File: config.mk
export PLATFORM = sky130hd
export DESIGN_NAME = tcm_sram_port_ctrl
export DESIGN_NICKNAME = d
export VERILOG_FILES = /design/src/rtl/tcm_sram_pkg.sv /design/src/rtl/tcm_resp_fifo.sv /design/src/rtl/tcm_sram_port_ctrl.sv
export SDC_FILE = /design/constraint.sdc
export NUM_CORES = 1
export LEC_CHECK = 0
export CAP_MARGIN = 0
export CELL_PAD_IN_SITES_DETAIL_PLACEMENT = 1
export CELL_PAD_IN_SITES_GLOBAL_PLACEMENT = 2
export CORE_ASPECT_RATIO = 0.7
export CORE_MARGIN = 3
export CORE_UTILIZATION = 35
export DETAILED_ROUTE_END_ITERATION = 8
export PLACE_DENSITY = 0.88
export SLEW_MARGIN = 5
export SYNTH_ARGS = -nofsm -noshare
export SYNTH_HDL_FRONTEND = slang
export SYNTH_HIERARCHICAL = 1
export SYNTH_SLANG_ARGS = --single-unit
File: constraint.sdc
create_clock -name clk_i -period 3.1 [get_ports clk_i]
set_clock_uncertainty 0.2 [all_clocks]
set_input_delay 0.31 -clock clk_i [delete_from_list [all_inputs] [get_ports clk_i]]
set_output_delay 0.31 -clock clk_i [all_outputs]
set_load 0.01 [all_outputs]
File: src/rtl/tcm_sram_pkg.sv
// tcm_sram_pkg: shared types, constants and window helper for the TCM SRAM port controller
package tcm_sram_pkg;
   localparam int OFFS_W = 3;
   localparam int RESP_DW = 64;
   typedef enum logic {CLEAR, RUN} state_e;
   typedef struct packed {
      logic [RESP_DW-1:0] data;
      logic               err;
      logic               write;
   } resp_t;
   function automatic logic [32:0] win_bytes(input int aw);
      return 33'd1 << (aw + OFFS_W);
   endfunction
endpackage

File: src/rtl/tcm_resp_fifo.sv
// tcm_resp_fifo: first-word fall-through FIFO of response records
module tcm_resp_fifo
   import tcm_sram_pkg::*;
#(
   parameter int DEPTH = 4
) (
   input  logic  clk_i,
   input  logic  rst_i,
   input  logic  push,
   input  resp_t din,
   input  logic  pop,
   output resp_t dout,
   output logic  vld
);
   localparam int PW = DEPTH > 1 ? $clog2(DEPTH) : 1;
   localparam int CW = $clog2(DEPTH + 1);
   resp_t         mem [DEPTH];
   logic [PW-1:0] wr_ptr, rd_ptr;
   logic [CW-1:0] cnt;
   assign vld  = cnt != '0;
   assign dout = mem[rd_ptr];
   always_ff @(posedge clk_i) begin
      if (rst_i) begin
         wr_ptr <= '0;
         rd_ptr <= '0;
         cnt    <= '0;
      end else begin
         wr_ptr <= !push ? wr_ptr : wr_ptr == PW'(DEPTH - 1) ? '0 : wr_ptr + PW'(1);
         rd_ptr <= !pop ? rd_ptr : rd_ptr == PW'(DEPTH - 1) ? '0 : rd_ptr + PW'(1);
         cnt    <= push && !pop ? cnt + CW'(1) : !push && pop ? cnt - CW'(1) : cnt;
      end
   end
   always_ff @(posedge clk_i)
      if (push) mem[wr_ptr] <= din;
endmodule

File: src/rtl/tcm_sram_port_ctrl.sv
// tcm_sram_port_ctrl: valid/ready front end for one port of the TCM SRAM macro, with zero-fill after reset
module tcm_sram_port_ctrl
   import tcm_sram_pkg::*;
#(
   parameter int          DATA_WIDTH     = 64,
   parameter int          NUM_WMASKS     = 8,
   parameter int          ADDR_WIDTH     = 5,
   parameter logic [31:0] BASE_ADDR      = 32'h0000_0000,
   parameter int          RESP_DEPTH     = 4,
   parameter bit          CLEAR_ON_RESET = 1'b1
) (
   input  logic                  clk_i,
   input  logic                  rst_i,
   input  logic                  req_valid_i,
   output logic                  req_ready_o,
   input  logic [31:0]           req_addr_i,
   input  logic                  req_we_i,
   input  logic [NUM_WMASKS-1:0] req_wstrb_i,
   input  logic [DATA_WIDTH-1:0] req_wdata_i,
   output logic                  resp_valid_o,
   input  logic                  resp_ready_i,
   output logic [DATA_WIDTH-1:0] resp_data_o,
   output logic                  resp_err_o,
   output logic                  resp_write_o,
   output logic                  init_done_o,
   output logic                  sram_csb_o,
   output logic                  sram_web_o,
   output logic [NUM_WMASKS-1:0] sram_wmask_o,
   output logic [ADDR_WIDTH-1:0] sram_addr_o,
   output logic [DATA_WIDTH-1:0] sram_din_o,
   input  logic [DATA_WIDTH-1:0] sram_dout_i
);
   localparam int PW = $clog2(RESP_DEPTH + 1);
   localparam logic [32:0] WIN = win_bytes(ADDR_WIDTH);
   state_e                state, state_nxt;
   logic [ADDR_WIDTH-1:0] clr_cnt, addr_nxt;
   logic [PW-1:0]         pend;
   logic [31:0]           offs;
   logic                  hit, acc, pop, fifo_vld;
   logic                  s1_vld, s1_err, s1_wr, s1_rd, s2_vld, s2_err, s2_wr, s2_rd;
   logic                  csb_nxt, web_nxt;
   logic [NUM_WMASKS-1:0] wmask_nxt;
   logic [DATA_WIDTH-1:0] din_nxt;
   resp_t                 push_rec, pop_rec;
   assign offs        = req_addr_i - BASE_ADDR;
   assign hit         = {1'b0, offs} < WIN;
   assign req_ready_o = !rst_i && state == RUN && pend < PW'(RESP_DEPTH);
   assign acc         = req_valid_i && req_ready_o;
   assign pop         = resp_valid_o && resp_ready_i;
   always_comb begin
      state_nxt = state;
      csb_nxt   = 1'b1;
      web_nxt   = 1'b1;
      wmask_nxt = '0;
      addr_nxt  = sram_addr_o;
      din_nxt   = sram_din_o;
      if (state == CLEAR) begin
         csb_nxt   = 1'b0;
         web_nxt   = 1'b0;
         wmask_nxt = '1;
         addr_nxt  = clr_cnt;
         din_nxt   = '0;
         state_nxt = clr_cnt == '1 ? RUN : CLEAR;
      end else if (acc && hit) begin
         csb_nxt   = 1'b0;
         web_nxt   = !req_we_i;
         wmask_nxt = req_we_i ? req_wstrb_i : '0;
         addr_nxt  = offs[ADDR_WIDTH+OFFS_W-1:OFFS_W];
         din_nxt   = req_we_i ? req_wdata_i : sram_din_o;
      end
   end
   always_ff @(posedge clk_i) begin
      if (rst_i) begin
         state        <= CLEAR_ON_RESET ? CLEAR : RUN;
         clr_cnt      <= '0;
         pend         <= '0;
         {s1_vld, s1_err, s1_wr, s1_rd} <= '0;
         {s2_vld, s2_err, s2_wr, s2_rd} <= '0;
         init_done_o  <= 1'b0;
         sram_csb_o   <= 1'b1;
         sram_web_o   <= 1'b1;
         sram_wmask_o <= '0;
         sram_addr_o  <= '0;
         sram_din_o   <= '0;
      end else begin
         state        <= state_nxt;
         clr_cnt      <= state == CLEAR ? clr_cnt + ADDR_WIDTH'(1) : '0;
         pend         <= acc && !pop ? pend + PW'(1) : !acc && pop ? pend - PW'(1) : pend;
         s1_vld       <= acc;
         s1_err       <= acc && !hit;
         s1_wr        <= acc && req_we_i;
         s1_rd        <= acc && hit && !req_we_i;
         {s2_vld, s2_err, s2_wr, s2_rd} <= {s1_vld, s1_err, s1_wr, s1_rd};
         init_done_o  <= state == RUN;
         sram_csb_o   <= csb_nxt;
         sram_web_o   <= web_nxt;
         sram_wmask_o <= wmask_nxt;
         sram_addr_o  <= addr_nxt;
         sram_din_o   <= din_nxt;
      end
   end
   // macro read data is valid during the cycle after it sampled the pins
   assign push_rec = '{data: s2_rd ? RESP_DW'(sram_dout_i) : '0, err: s2_err, write: s2_wr};
   tcm_resp_fifo #(.DEPTH(RESP_DEPTH)) u_fifo (
      .clk_i (clk_i),
      .rst_i (rst_i),
      .push  (s2_vld),
      .din   (push_rec),
      .pop   (pop),
      .dout  (pop_rec),
      .vld   (fifo_vld)
   );
   assign resp_valid_o = fifo_vld;
   assign resp_data_o  = fifo_vld ? pop_rec.data[DATA_WIDTH-1:0] : '0;
   assign resp_err_o   = fifo_vld && pop_rec.err;
   assign resp_write_o = fifo_vld && pop_rec.write;
endmodule

Word level (Yosys, flattened, before mapping)

Memory sizes are Yosys's and may differ from the RTL's. A register that Yosys moved wholly into a read port is not among the register bits.
Index checks and enable logic that the tools add are counted.

Input bits: 173
Memories: 1
Register bits after elaboration: 104
Output and inout bits: 148
RAM bits: 264
Logic and storage cells: 84

$add $sub $neg: 7
Magnitude comparators: 2
Reduce and logical (&&, ||, !) cells: 26
Bitwise logic cells: 1
Muxes and demuxes: 23
Equal/unequal tests: 4

Memory list:

| memory     | depth | bits a word | rd ports | clocked after Yosys merged registers in | wr ports | RTL line            | RTL |
|---|---|---|---|---|---|---|---|
| u_fifo.mem | 4     | 66          | 1        | 1                                       | 1        | tcm_resp_fifo.sv:17 | `resp_t mem [DEPTH];` |

Operators by type and width:

| kind                  | number |
|---|---|
| $mux W64              | 2 |
| $lt A32 B9 Y1 const B | 1 |
| $mux W8               | 3 |
| $logic_and A1 B1 Y1   | 14 |
| $mux W3               | 4 |
| $mux W5               | 2 |
| $mux W1               | 8 |
| $mux W2               | 4 |
| $add A3 B1 Y3 const B | 2 |
| $logic_not A1 Y1      | 6 |
| $sub A3 B1 Y3 const B | 2 |
| $add A5 B1 Y5 const B | 1 |
| $eq A5 B5 Y1 const B  | 1 |
| $add A2 B1 Y2 const B | 2 |
| $eq A2 B2 Y1 const B  | 2 |
| $reduce_bool A2 Y1    | 2 |
| $reduce_or A2 Y1      | 2 |
| $lt A3 B3 Y1 const B  | 1 |
| $reduce_bool A3 Y1    | 1 |
| $ne A2 B1 Y1 const B  | 1 |
| $reduce_and A2 Y1     | 1 |
| $not A1 Y1            | 1 |

Logic depth before layout (Yosys ltp)

Gate-level depths: netlist of the first run.

Depth after elaboration: 8
Depth in mapped cells: 11
Depth with buffers taken out: 10

Modules after synthesis

Netlist of the first run, hierarchy kept.

By module, submodules not included:

| module             | area an instance (um^2) | sequential area each (um^2) | times used | cells each |
|---|---|---|---|---|
| tcm_resp_fifo      | 9952.0                  | 8107.8                      | 1          | 387 |
| tcm_sram_port_ctrl | 4565.6                  | 1941.9                      | 1          | 554 |

Least setup slack after synthesis of the first run

No wires, ideal clock.

Kind: register to register
Start: register u_fifo.wr_ptr[0]
End: memory u_fifo/mem[3][0] (netlist bit), enable pin
Data required time: 2.469 ns
Buffers on the path: 0
Clock period less this slack: 2.729 ns
Data arrival time: 2.099 ns
Setup slack: 0.371 ns
Stages on the path, launching flop included: 3
Library setup time: 0.431 ns
Cells stage by stage: dfxtp_1 ha_1 and2_1

RTL lines:

| element                | RTL line            | RTL |
|---|---|---|
| from (decl)            | tcm_resp_fifo.sv:18 | `logic [PW-1:0] wr_ptr, rd_ptr;` |
| from (signal assigned) | tcm_resp_fifo.sv:28 | `wr_ptr <= !push ? wr_ptr : wr_ptr == PW'(DEPTH - 1) ? '0 : wr_ptr + PW'(1);` |
| to (decl)              | tcm_resp_fifo.sv:17 |  |

No word-level cell before the write port.

==> results of run 1 <==
-- layout by cell type, fill, tap and decap left out, types with 4 or more instances in the layout --
cell type	instances
a21o_1	8
a21oi_1	4
and2_1	132
and2_4	4
buf_12	7
buf_4	16
clkbuf_1	11
clkbuf_16	40
clkdlybuf4s50_1	317
clkinv_1	7
clkinv_2	5
dfxtp_1	103
edfxtp_1	264
ha_1	9
inv_1	7
mux2i_1	17
mux4_2	66
nand2_1	79
nand4_1	55
nor2_1	15
nor2b_1	7
nor3_1	5
nor4_1	4
o21ai_1	54
xor2_1	5
-- flip-flops by register name, summed over array words and instances (netlist names), 2 cells and up, named ones only --
signal and count:
sram_addr_o 5, pend 3, sram_wmask_o 8, u_fifo/cnt 3
sram_din_o 64, u_fifo/wr_ptr 2, u_fifo/rd_ptr 2, u_fifo/mem 264
clr_cnt 5
-- worst max path at each step --
stage	end	startpoint	depth (start not counted)	slack [ns]
3_5_place_dp	u_fifo/cnt[2]	u_fifo/cnt[1]	10	0.26
6_report	resp_data_o[57]	register	4	0.13
2_1_floorplan	u_fifo/mem[3][0]	u_fifo/wr_ptr[0]	2	0.37
4_1_cts	resp_data_o[35]	register	4	0.007
3_3_place_gp	u_fifo/cnt[2]	u_fifo/cnt[1]	10	0.33
5_1_grt	resp_data_o[22]	register	4	0.009
-- kinds of logic (layout without fill, tap and decap cells) --
group	after synthesis	count (layout)	synth area share, %
buffers and inverters	76	419	2.672
xor gates and xnor gates	6	6	0.3620
muxes	85	85	11.62
AOI/OAI and AO/OA	75	75	2.879
adders and majority gates	11	11	1.051
other	0	2	0
and+or+nand+nor	318	318	12.19
DFF	370	370	69.22
-- cells in the mapped netlist (all sizes together), types with 3 or more instances --
cell type,n
mux2i,17
nor2,16
buf,37
mux4,66
or3,3
nor3,5
dfxtp,106
a21o,8
edfxtp,264
nand4,55
nand2,79
nor4,4
clkbuf,31
a21oi,4
inv,8
o21ai,56
xor2,5
nor2b,8
and2,137
ha,9
-- stage by stage --
step	area (um2)	cells	util, %	setup slack [ns]
6_report	19520	1821	48.43	0.1256
5_1_grt	19510	1820	48.42	0.008500
4_1_cts	19510	1819	48.42	0.007061
3_5_place_dp	18320	1750	45.46	0.2566
3_3_place_gp	18320	1750	45.46	0.3276
2_1_floorplan	14520	941	-	0.3706
-- power by group --
part           total, uW  internal, uW  switching, uW
clock               4210          2370           1850
combinational       4710          2650           2060
sequential          5400          5300           99.9
total              14300         10300           4000
-- worst max-delay path, delay by kind of cell (launching register included) --
family / cells / cell delay, ns
DFF: 1 / 0.48
muxes: 1 / 0.53
and+or+nand+nor: 1 / 0.21
buffers and inverters: 2 / 0.72
-- final cells by class --
cell class	count	area, um2	share of cell area [%]
inverter	8	30.03	0.1539
clock buffer	51	1042	5.341
timing repair buffer	344	3515	18.01
sequential	370	10060	51.54
tap	535	669.4	3.430
multi-input combinational	495	4106	21.04
antenna	2	5.005	0.02565
clock inverter	16	88.84	0.4552
-- per-layer routing --
| layer | vias to the layer above | global-route usage, % | routed length [um] |
|---|---|---|---|
| met4 | 0 | 5.097 | 940 |
| met5 | - | 0 | 0 |
| li1 | 4143 | - | - |
| met2 | 255 | 29.08 | 18840 |
| met1 | 4579 | 22.43 | 16580 |
| met3 | 56 | 4.904 | 2572 |
-- repair_timing --
action | 4_1_cts | 5_1_grt
hold buffers | 0 | 0
endpoints found under the setup margin | 55 | 23
resized for setup | 4 | 3
buffers inserted | 1 | 0
cloned | 1 | 0
==> out/metrics.cfg, run 1 <==
[outcome]
status=completed

[place]
dp.final_hpwl_um=25550
io_buffers=317
globalplace.congestion=0.7626

[clock_tree]
cts_tree=yes
path_clk_slew_ns=0.06
root_buffer=clkbuf_16
clockBufferDepth=3
clkSinkCount=370
cts_made_buffers=39
clock_latency_ns=0.52
cts-htree-levels=2

[synthesis]
synth_warnings=6
synth_cell_type_count=41
yosysSeqAreaShare_pct=69.22
synth_edf_count=264
yosysTopAreaCellShare_pct=54.61
avgSynthCellArea_um2=15.43
synthTopCellsByArea=edfxtp_1 (55%), dfxtp_1 (15%), mux4_2 (10%), and2_1 (5.9%), nand4_1 (2.4%)
netlist_area_um2=14520
synth_cells=941
synth_nets=1125
yosysTopAreaCell=edfxtp_1
ys_seq_elements=370
synth-main-ff-cell=edfxtp_1
synth-async-reset-ratio_pct=0

[power_and_ir_drop]
power.leakage_uw=0.005825
finalPower_uw=14320
vdd_drop_max_mv=0.4803
p_per_area_nw_per_um2=734.0

[detailed_routing]
num_vias=9033
routed_wl_um=38930
first_iter_violations=446
drcViolationCount=0
drtAntennaViolNets=0
wire_per_inst_um=21.38
drt-pass1-iter-count=4
via_per_inst=4.960

[timing]
drv_slew=0
rsz0062_at_grt=false
fmax_mhz=336.2
setup-tns-final_ns=0
period_share_pct=95.95
max_slew.worst_pin.slew_ns=0.8513
fin_crit_ns=2.974
finalHoldViolCount=0
hold_ws_ns=0.1447
setup_violations=0
maxSlewHeadroom_pct=43.25

[cells_and_area]
syn2layout_area_growth_pct=34.42
fill_cells=4009
fin_nets=1442
drive_gt1_share_pct=12.38

[worst_setup_path]
critPathSlowestCell=mux4_2
start_kind=register
rr_startpoint=u_fifo/cnt[0]
r2r_end=u_fifo/cnt[2]
path_class=reg2out
critPathRequiredTime_ns=2.59
rrSetupSlack_ns=0.41
r2r.worst_path.cells=10
max_stage_delay_ns=0.53
path_max_fanout=18
critPathCaptureType=primary output
crit_chain=buf_16 -> mux4_2 -> and2_1 -> clkdlybuf4s50_1
critPathArrivalTime_ns=2.46

[floorplan]
initial_core_util_pct=36.03
coreArea_um2=40300
design.portCount=321
die_x_um=249.4
rows=61
die_y_um=176.4
dieArea_um2=44000

[min_path]
hold_class=in2reg
min_to=sram_din_o[34]
min_path_cells=3
hp-start=req_wdata_i[34]

[grt]
grt_pass1_vias=9965
grt-ovfl-total=0
grt_pass1_wl_um=59640
antenna_found_initial=1
grt_max_degree=80
grtUsageTotal_pct=17.46

[run]
drv_cap=0

No activity file was read; power rests on OpenSTA's default activity.
==> run 2: changes to the inputs <==
- clock period: 3.1 -> 2.75 ns (I/O delays scaled with it)
==> run 2 against run 1 <==
Net effect:
- sequential share of layout area down 0.71 points
- combinational power grew 7.6%
- hold slack got worse by 0.040 ns
- non-clock buffer count rose by 15
- wire length grew 4.3%
- critical path depth up 2
- first-iteration DRC count up 12%
- critical endpoint is now resp_data_o[50]
- largest cell class unchanged
- largest power group unchanged
==> out/metrics.cfg, run 2 (synthesis gave the netlist of run 1 again) <==
[outcome]
status=completed

[detailed_routing]
drtAntennaViolNets=0
drt-pass1-iter-count=4
wire_per_inst_um=22.11
drcViolationCount=0
num_vias=9218
routed_wl_um=40590
via_per_inst=5.021
first_iter_violations=498

[timing]
period_share_pct=96.83
drv_slew=0
fmax_mhz=375.5
maxSlewHeadroom_pct=35.07
max_slew.worst_pin.slew_ns=0.9704
rsz0062_at_grt=true
setup_violations=0
finalHoldViolCount=0
fin_crit_ns=2.663
hold_ws_ns=0.1045

[worst_setup_path]
start_kind=register
r2r.worst_path.cells=10
endpoint=resp_data_o[50]
path_max_fanout=9
critPathCaptureType=primary output
critPathRequiredTime_ns=2.28
critPathArrivalTime_ns=2.19
rr_startpoint=u_fifo/cnt[1]
rrSetupSlack_ns=0.24
path_class=reg2out
r2r_end=u_fifo/cnt[2]

[cells_and_area]
final_common_cell=edfxtp_1
syn2layout_area_growth_pct=36.31
postLayoutCoreUtil_pct=49.11
final_cell_mix=edfxtp_1 (264), clkdlybuf4s50_1 (251), and2_1 (124)
fill_cells=3960
stdcell_area_um2=19790
fin_nets=1456
top_register=u_fifo/mem
drive_gt1_share_pct=15.99
largest_reg_flops=264
antenna_cells=0
finalNonFillerCells=1836
reg_top3=u_fifo/mem x264, sram_din_o x64, sram_wmask_o x8

[grt]
grt_max_degree=80
antenna_found_initial=0
grtUsageTotal_pct=18.22
grt-ovfl-total=0
grt_pass1_vias=10177
grt_pass1_wl_um=61910

[floorplan]
die_x_um=249.4
design.portCount=321
dieArea_um2=44000
rows=61
coreArea_um2=40300
initial_core_util_pct=36.03
die_y_um=176.4

[power_and_ir_drop]
vdd_drop_max_mv=0.6377
power.leakage_uw=0.006149
p_per_area_nw_per_um2=819.8

[run]
drv_cap=0

[clock_tree]
clkSinkCount=370
cts_made_buffers=38
clock_latency_ns=0.52
clockBufferDepth=3
root_buffer=clkbuf_16
path_clk_slew_ns=0.06
cts_tree=yes
cts-htree-levels=2

[place]
globalplace.congestion=0.7705
dp.final_hpwl_um=25970
place_area_um2=18390
dpl.cell_count=1754
io_buffers=317

[min_path]
hold_class=in2reg

[run 2: cell type report]
cell class | count | area (um2) | area share (%)
clock buffers | 51 | 1041 | 5.260
clock inverters | 18 | 183.9 | 0.9294
inverters | 8 | 30.03 | 0.1517
multi-input cells | 495 | 4126 | 20.85
flip-flops and latches | 370 | 10060 | 50.83
well taps | 535 | 669.4 | 3.383
repair buffers | 359 | 3680 | 18.60
[run 2: worst min path at each step]
stage	to	startpoint	slack (ns)	depth (start not counted)
after floorplan	u_fifo/cnt[2]	rst_i	0.14	1
after global placement	s2_rd	s1_rd	0.23	1
after detailed placement	s2_rd	s1_rd	0.24	1
after CTS	sram_din_o[40]	req_wdata_i[40]	0.07	3
after global routing	sram_din_o[56]	req_wdata_i[56]	0.08	3
final	sram_din_o[40]	req_wdata_i[40]	0.10	3
[run 2: power breakdown]
| group | switching (uW) | internal [uW] | leakage, uW | total (uW) |
|---|---|---|---|---|
| Combinational | 2430 | 2640 | 0.00281 | 5070 |
| Clock | 2140 | 2960 | 0.000603 | 5100 |
| Sequential | 78.4 | 5970 | 0.00274 | 6050 |
[run 2: timing repair]
action,4_1_cts,5_1_grt
setup endpoints to repair,66,34
hold endpoints to repair,0,0
hold buffers,0,0
gates resized for setup,113,33
pin swaps,0,0
setup buffers,8,2
gates cloned,4,1
[run 2: metrics by stage]
stage | TNS [ns] | worst slack (ns) | power [uW]
finish | 0 | 0.08706 | 16220
global placement | 0 | 0.1624 | 11500
global route | -0.009784 | -0.008090 | 17070
CTS | -0.4635 | -0.1140 | 16490
detailed placement | 0 | 0.1334 | 11550
floorplan | 0 | 0.02057 | 8449
[run 2: critical path, stage by stage (launching register included)]
cell             delay [ns]
dfxtp_4                0.39
buf_6                  0.11
buf_12                 0.11
buf_16                 0.15
mux4_2                 0.51
and2_1                 0.18
clkdlybuf4s15_2        0.22
[run 2: per-layer routing]
metal	up-vias	global-route usage (%)	wire length (um)
met5	-	0	0
met4	0	5.266	1035
met3	66	4.594	2272
met2	228	31.00	19900
met1	4726	23.20	17380
li1	4198	-	-
